## config.mk

```make
export PLATFORM = sky130hd
export DESIGN_NAME = seg_scan_decoder
export DESIGN_NICKNAME = d
export VERILOG_FILES = /design/src/rtl/seg_pkg.sv /design/src/rtl/seg_glyph_decode.sv /design/src/rtl/seg_scan_decoder.sv
export SDC_FILE = /design/constraint.sdc
export NUM_CORES = 1
export LEC_CHECK = 0
export ABC_AREA = 1
export BUFFER_PORTS_ARGS = -buffer_cell sky130_fd_sc_hd__buf_2
export CAP_MARGIN = 20
export CORE_UTILIZATION = 50
export CTS_BUF_LIST = sky130_fd_sc_hd__clkbuf_8
export DETAILED_ROUTE_END_ITERATION = 16
export GPL_TIMING_DRIVEN = 0
export PLACE_DENSITY_LB_ADDON = 0.1
export SLEW_MARGIN = 10
export SYNTH_ARGS = -nofsm -noshare
export SYNTH_HDL_FRONTEND = slang
export SYNTH_SLANG_ARGS = --single-unit
export TNS_END_PERCENT = 20
```

## constraint.sdc

```tcl
create_clock -name clk -period 2.8 [get_ports clk]
set_input_delay 0.56 -clock clk [delete_from_list [all_inputs] [get_ports clk]]
set_output_delay 0.56 -clock clk [all_outputs]
set_load 0.02 [all_outputs]
```

## src/rtl/seg_pkg.sv

```systemverilog
// Shared seven-segment definitions for the scan decoder and display driver.
// Codes are active-high gfedcba; the blank code is the active-low all-off pattern.
package seg_pkg;

  localparam int DIGITS = 4;

  localparam logic [6:0] BLANK_CODE = 7'h7F;

  // Index i holds the active-high glyph for hex digit i.
  localparam logic [15:0][6:0] GLYPH_TAB = {
    7'h71, 7'h79, 7'h5E, 7'h39,
    7'h7C, 7'h77, 7'h6F, 7'h7F,
    7'h07, 7'h7D, 7'h6D, 7'h66,
    7'h4F, 7'h5B, 7'h06, 7'h3F
  };

endpackage

```

## src/rtl/seg_glyph_decode.sv

```systemverilog
// Combinational glyph lookup: active-low segments in, hex nibble out.
// valid_o marks a recognised glyph, blank_o marks all segments off.
module seg_glyph_decode
  import seg_pkg::*;
(
  input  logic [6:0] seg_i,
  output logic [3:0] nib_o,
  output logic       valid_o,
  output logic       blank_o
);

  always_comb begin
    nib_o   = '0;
    valid_o = 1'b0;
    blank_o = (seg_i == BLANK_CODE);
    for (int i = 0; i < 16; i++) begin
      if (~seg_i == GLYPH_TAB[i]) begin
        nib_o   = 4'(i);
        valid_o = 1'b1;
      end
    end
  end

endmodule

```

## src/rtl/seg_scan_decoder.sv

```systemverilog
// Recovers hex display contents by watching a multiplexed 7-segment scan.
// Each settled dwell captures one digit; four captures publish a frame.
module seg_scan_decoder
  import seg_pkg::*;
#(
  parameter int SETTLE_CYCLES = 4,
  parameter int NUM_DIGITS    = DIGITS
)(
  input  logic                    clk,
  input  logic                    reset,
  input  logic [NUM_DIGITS-1:0]   digit_select,
  input  logic [6:0]              led_select,
  output logic [4*NUM_DIGITS-1:0] value,
  output logic [NUM_DIGITS-1:0]   digit_valid,
  output logic                    frame_strobe,
  output logic                    decode_error
);

  logic [NUM_DIGITS-1:0]        sel_q;
  logic [6:0]                   seg_q;
  logic [7:0]                   cnt_q, cnt_d;
  logic                         done_q, done_d;
  logic [NUM_DIGITS-1:0]        mask_q, mask_d;
  logic [NUM_DIGITS-1:0][3:0]   pend_nib_q, pend_nib_d;
  logic [NUM_DIGITS-1:0]        pend_vld_q, pend_vld_d;
  logic [NUM_DIGITS-1:0][3:0]   value_q, value_d;
  logic [NUM_DIGITS-1:0]        dvld_q, dvld_d;
  logic                         strobe_q, strobe_d;
  logic                         err_q, err_d;

  logic       sel_chg;
  logic       one_cold;
  logic       cap;
  logic       frame_done;
  logic [1:0] slot;
  logic [3:0] g_nib;
  logic       g_vld;
  logic       g_blank;

  seg_glyph_decode u_glyph (
    .seg_i   (seg_q),
    .nib_o   (g_nib),
    .valid_o (g_vld),
    .blank_o (g_blank)
  );

  assign sel_chg    = (digit_select != sel_q);
  assign one_cold   = $onehot(~sel_q);
  assign frame_done = &mask_q;

  // done_q blocks a second capture when the counter saturates at the threshold.
  assign cap = one_cold && !done_q &&
               (cnt_q == 8'(SETTLE_CYCLES));

  always_comb begin
    slot = '0;
    if (one_cold) begin
      unique case (1'b1)
        !sel_q[0]: slot = 2'd0;
        !sel_q[1]: slot = 2'd1;
        !sel_q[2]: slot = 2'd2;
        !sel_q[3]: slot = 2'd3;
      endcase
    end
  end

  always_comb begin
    cnt_d  = sel_chg ? 8'd0 :
             (cnt_q == 8'hFF) ? cnt_q : cnt_q + 8'd1;
    done_d = sel_chg ? 1'b0 : (done_q | cap);
    err_d  = cap && !g_vld && !g_blank;
  end

  // A capture landing with frame publication starts the next mask.
  always_comb begin
    mask_d     = frame_done ? '0 : mask_q;
    pend_nib_d = pend_nib_q;
    pend_vld_d = pend_vld_q;
    if (cap) begin
      mask_d[slot]     = 1'b1;
      pend_nib_d[slot] = g_nib;
      pend_vld_d[slot] = g_vld;
    end
  end

  always_comb begin
    value_d  = frame_done ? pend_nib_q : value_q;
    dvld_d   = frame_done ? pend_vld_q : dvld_q;
    strobe_d = frame_done;
  end

  always_ff @(posedge clk or negedge reset) begin
    if (!reset) begin
      sel_q      <= '1;
      seg_q      <= BLANK_CODE;
      cnt_q      <= '0;
      done_q     <= 1'b0;
      mask_q     <= '0;
      pend_nib_q <= '0;
      pend_vld_q <= '0;
      value_q    <= '0;
      dvld_q     <= '0;
      strobe_q   <= 1'b0;
      err_q      <= 1'b0;
    end else begin
      sel_q      <= digit_select;
      seg_q      <= led_select;
      cnt_q      <= cnt_d;
      done_q     <= done_d;
      mask_q     <= mask_d;
      pend_nib_q <= pend_nib_d;
      pend_vld_q <= pend_vld_d;
      value_q    <= value_d;
      dvld_q     <= dvld_d;
      strobe_q   <= strobe_d;
      err_q      <= err_d;
    end
  end

  assign value        = value_q;
  assign digit_valid  = dvld_q;
  assign frame_strobe = strobe_q;
  assign decode_error = err_q;

endmodule

```

==> impl_metrics.ini <==
[status]
outcome = finished clean

[detailed_routing]
dr_total_vias = 2276
wl_mm = 5.64
drt_iter0_drc = 89
wl_per_cell_um = 12.2
viasPerCell = 4.92
drtPass1Iterations = 5
antenna_left = 0
drt_drc_violations_left = 0

[final_layout]
area_growth_pct = 16.2
layout_common_cells = nand2_1, dfrtp_1, buf_2
drive_gt1_share_pct = 25.3
fin_cells = 463
final_core_util_pct = 62.0
finalNetCount = 404
antenna_cells = 0
final_common_cell = nand2_1

[clock_network]
cts_hold_buf = 0
cts_buffer_depth = 2
ctsResizeCount = 0
cts_buffers = 9
root_buffer = clkbuf_8
clk_pin_slew_ps = 70
cts_tree = yes
htreeDepth = 3
postCtsSetupBuffers = 0
cts.sinks = 66
clk_latency_ps = 350

[timing]
hold-worst-slack_ps = 289
hold_viol = 0
worst_pin_slew_ps = 796
setup_viol = 0
final-max-slew-violation-count = 0
finClkSkew_ps = 8.51
setup_tns_ps = 0
fin_crit_sh_pct = 89.3
slew_headroom_pct = 46.9
max_clock_freq_mhz = 400
rsz0062_at_grt = false
layout_min_cycle_time_ps = 2500

[floorplan]
initial_core_util_pct = 53.4
die_w_um = 79.8
coreArea_um2 = 5680
dieArea_um2 = 6370
io_pins = 35
die_y_um = 79.8
row_count = 27

[worst_setup_path]
reg2reg_slack_ps = 300
path_common_cell = ha_1
critPathMaxStageDelay_ps = 570
critPathCaptureType = flip-flop
required_ps = 3030
crit_slowest_cell = dfstp_2
crit_chain = fa_1, inv_1, ha_1, ha_1, nor2_2, nand2_2, nor4_2, nand3_1, nand2_1, o21ai_1
r2r-end = pend_nib_q[10]
regToRegStartpoint = sel_q[1]
worstSetupStartpointType = flip-flop
critPathArrivalTime_ps = 2730
r2r.worst_path.cells = 10
critPathKind = reg2reg
worstPathMaxFanout = 6

[grt]
grt_pass1_wl_mm = 9.98
grt_use_total_pct = 20.8
overflow = 0
antenna_found_initial = 0
grt_pass1_vias = 2246
grt_max_degree = 67

[synthesis]
synthesis.area_um2 = 3030
synthesis.nets = 359
synth_seq_cells = 66
ys_types = 36
synth-seq-area-share_pct = 55.0
ys_warn_count = 0
synth_cells = 341
syn_avg_cell_area_um2 = 8.88

[placement]
dp_hpwl_mm = 3.92
dp.cells = 447
gp_congestion = 0.820
io_buffers = 34

[power]
irDropWorstVdd_mv = 0.378
p_leak_nw = 1.84
power_density_nw_per_um2 = 569

[worst_hold_path]
hold_path_class = in2async

[flow_run]
maxCapViolations = 0
==> layout make-up <==
type	count	area (um^2)
multi-input combinational	236	1210
sequential	66	1670
fill	519	2160
tap	72	90.1
timing repair buffer	34	173
clock inverter	6	88.8
clock buffer	10	138
buffer	3	12.5
inverter	36	135
==> cell usage after synthesis <==
library cell,instances,area (um^2)
xor2_1,5,43.8
inv_1,25,93.8
nor2_2,6,37.5
o31ai_1,1,7.51
a21boi_0,1,7.51
clkinv_1,1,3.75
nor3_1,3,15.0
or2_0,1,6.26
o21ai_1,13,65.1
nand2_1,123,462
o21ai_0,10,50.1
clkbuf_1,2,7.51
nand3_2,4,40.0
o22ai_2,1,12.5
inv_2,10,37.5
dfstp_2,11,289
nand2_2,4,25.0
a31oi_1,1,6.26
a21boi_2,1,11.3
nor2_4,4,45.0
nor3_4,1,16.3
nand4_2,2,25.0
nor2_1,20,75.1
nand3_1,14,70.1
nor4_2,1,12.5
a21oi_1,4,20.0
ha_1,4,50.1
nor3_2,2,20.0
o41ai_1,1,8.76
nand3_4,1,17.5
nand4_1,5,31.3
and2_1,1,6.26
dfrtp_1,55,1380
a211oi_1,1,7.51
fa_1,1,20.0
buf_2,1,5.00
==> cell families after synthesis <==
kind of cell	after synthesis	synth area share, %
buf+inv	39	4.88
flops	66	55.0
fa+ha+maj	5	2.31
compound gates	34	6.49
simple gates	192	29.9
xor+xnor	5	1.45
==> routing by layer <==
metal  GRT usage, %  share of wire [%]
met1           26.7                 48
met2           33.8                 46
met3           4.80                3.5
met4           8.57                1.9
met5              0                  0
==> where the power goes <==
| group | switching [mW] | leakage (nW) | internal (mW) |
|---|---|---|---|
| Sequential | 0.0119 | 0.884 | 0.969 |
| Combinational | 0.0757 | 0.851 | 0.0317 |
| Clock | 0.387 | 0.109 | 0.527 |
| Total | 0.475 | 1.84 | 1.53 |
==> through the flow <==
stage | setup WS [ps] | instance area, um^2 | power, mW
final | 301 | 3520 | 2.00
after global routing | 73.2 | 3520 | 2.07
after CTS | 244 | 3520 | 2.02
after detailed placement | 274 | 3290 | 1.11
after global placement | 292 | 3290 | 1.11
after floorplan | 520 | 3030 | 1.06
==> registers in the layout, indices dropped and copies added, names as in the netlist <==
register	cells
decode_error	1
sel_q	4
cnt_q	8
frame_strobe	1
value	16
pend_vld_q	4
done_q	1
digit_valid	4
mask_q	4
pend_nib_q	16
seg_q	7
==> how the worst max path moves through the flow <==
stage / from / end
global placement: sel_q[1] / pend_nib_q[10]
finish: sel_q[1] / pend_nib_q[10]
floorplan: sel_q[0] / pend_nib_q[14]
CTS: sel_q[3] / pend_nib_q[10]
global route: sel_q[1] / pend_nib_q[10]
detailed placement: sel_q[3] / pend_nib_q[10]
==> critical path: cells and delay by family, from the launching register on <==
family / cells / cell delay, ps
AND/OR/NAND/NOR: 5 / 910
adder cells (fa/ha/maj): 3 / 790
flip-flops: 1 / 570
buffers and inverters: 1 / 60
AO/OA/AOI/OAI: 1 / 60
Power figures use the tool's default switching activity.
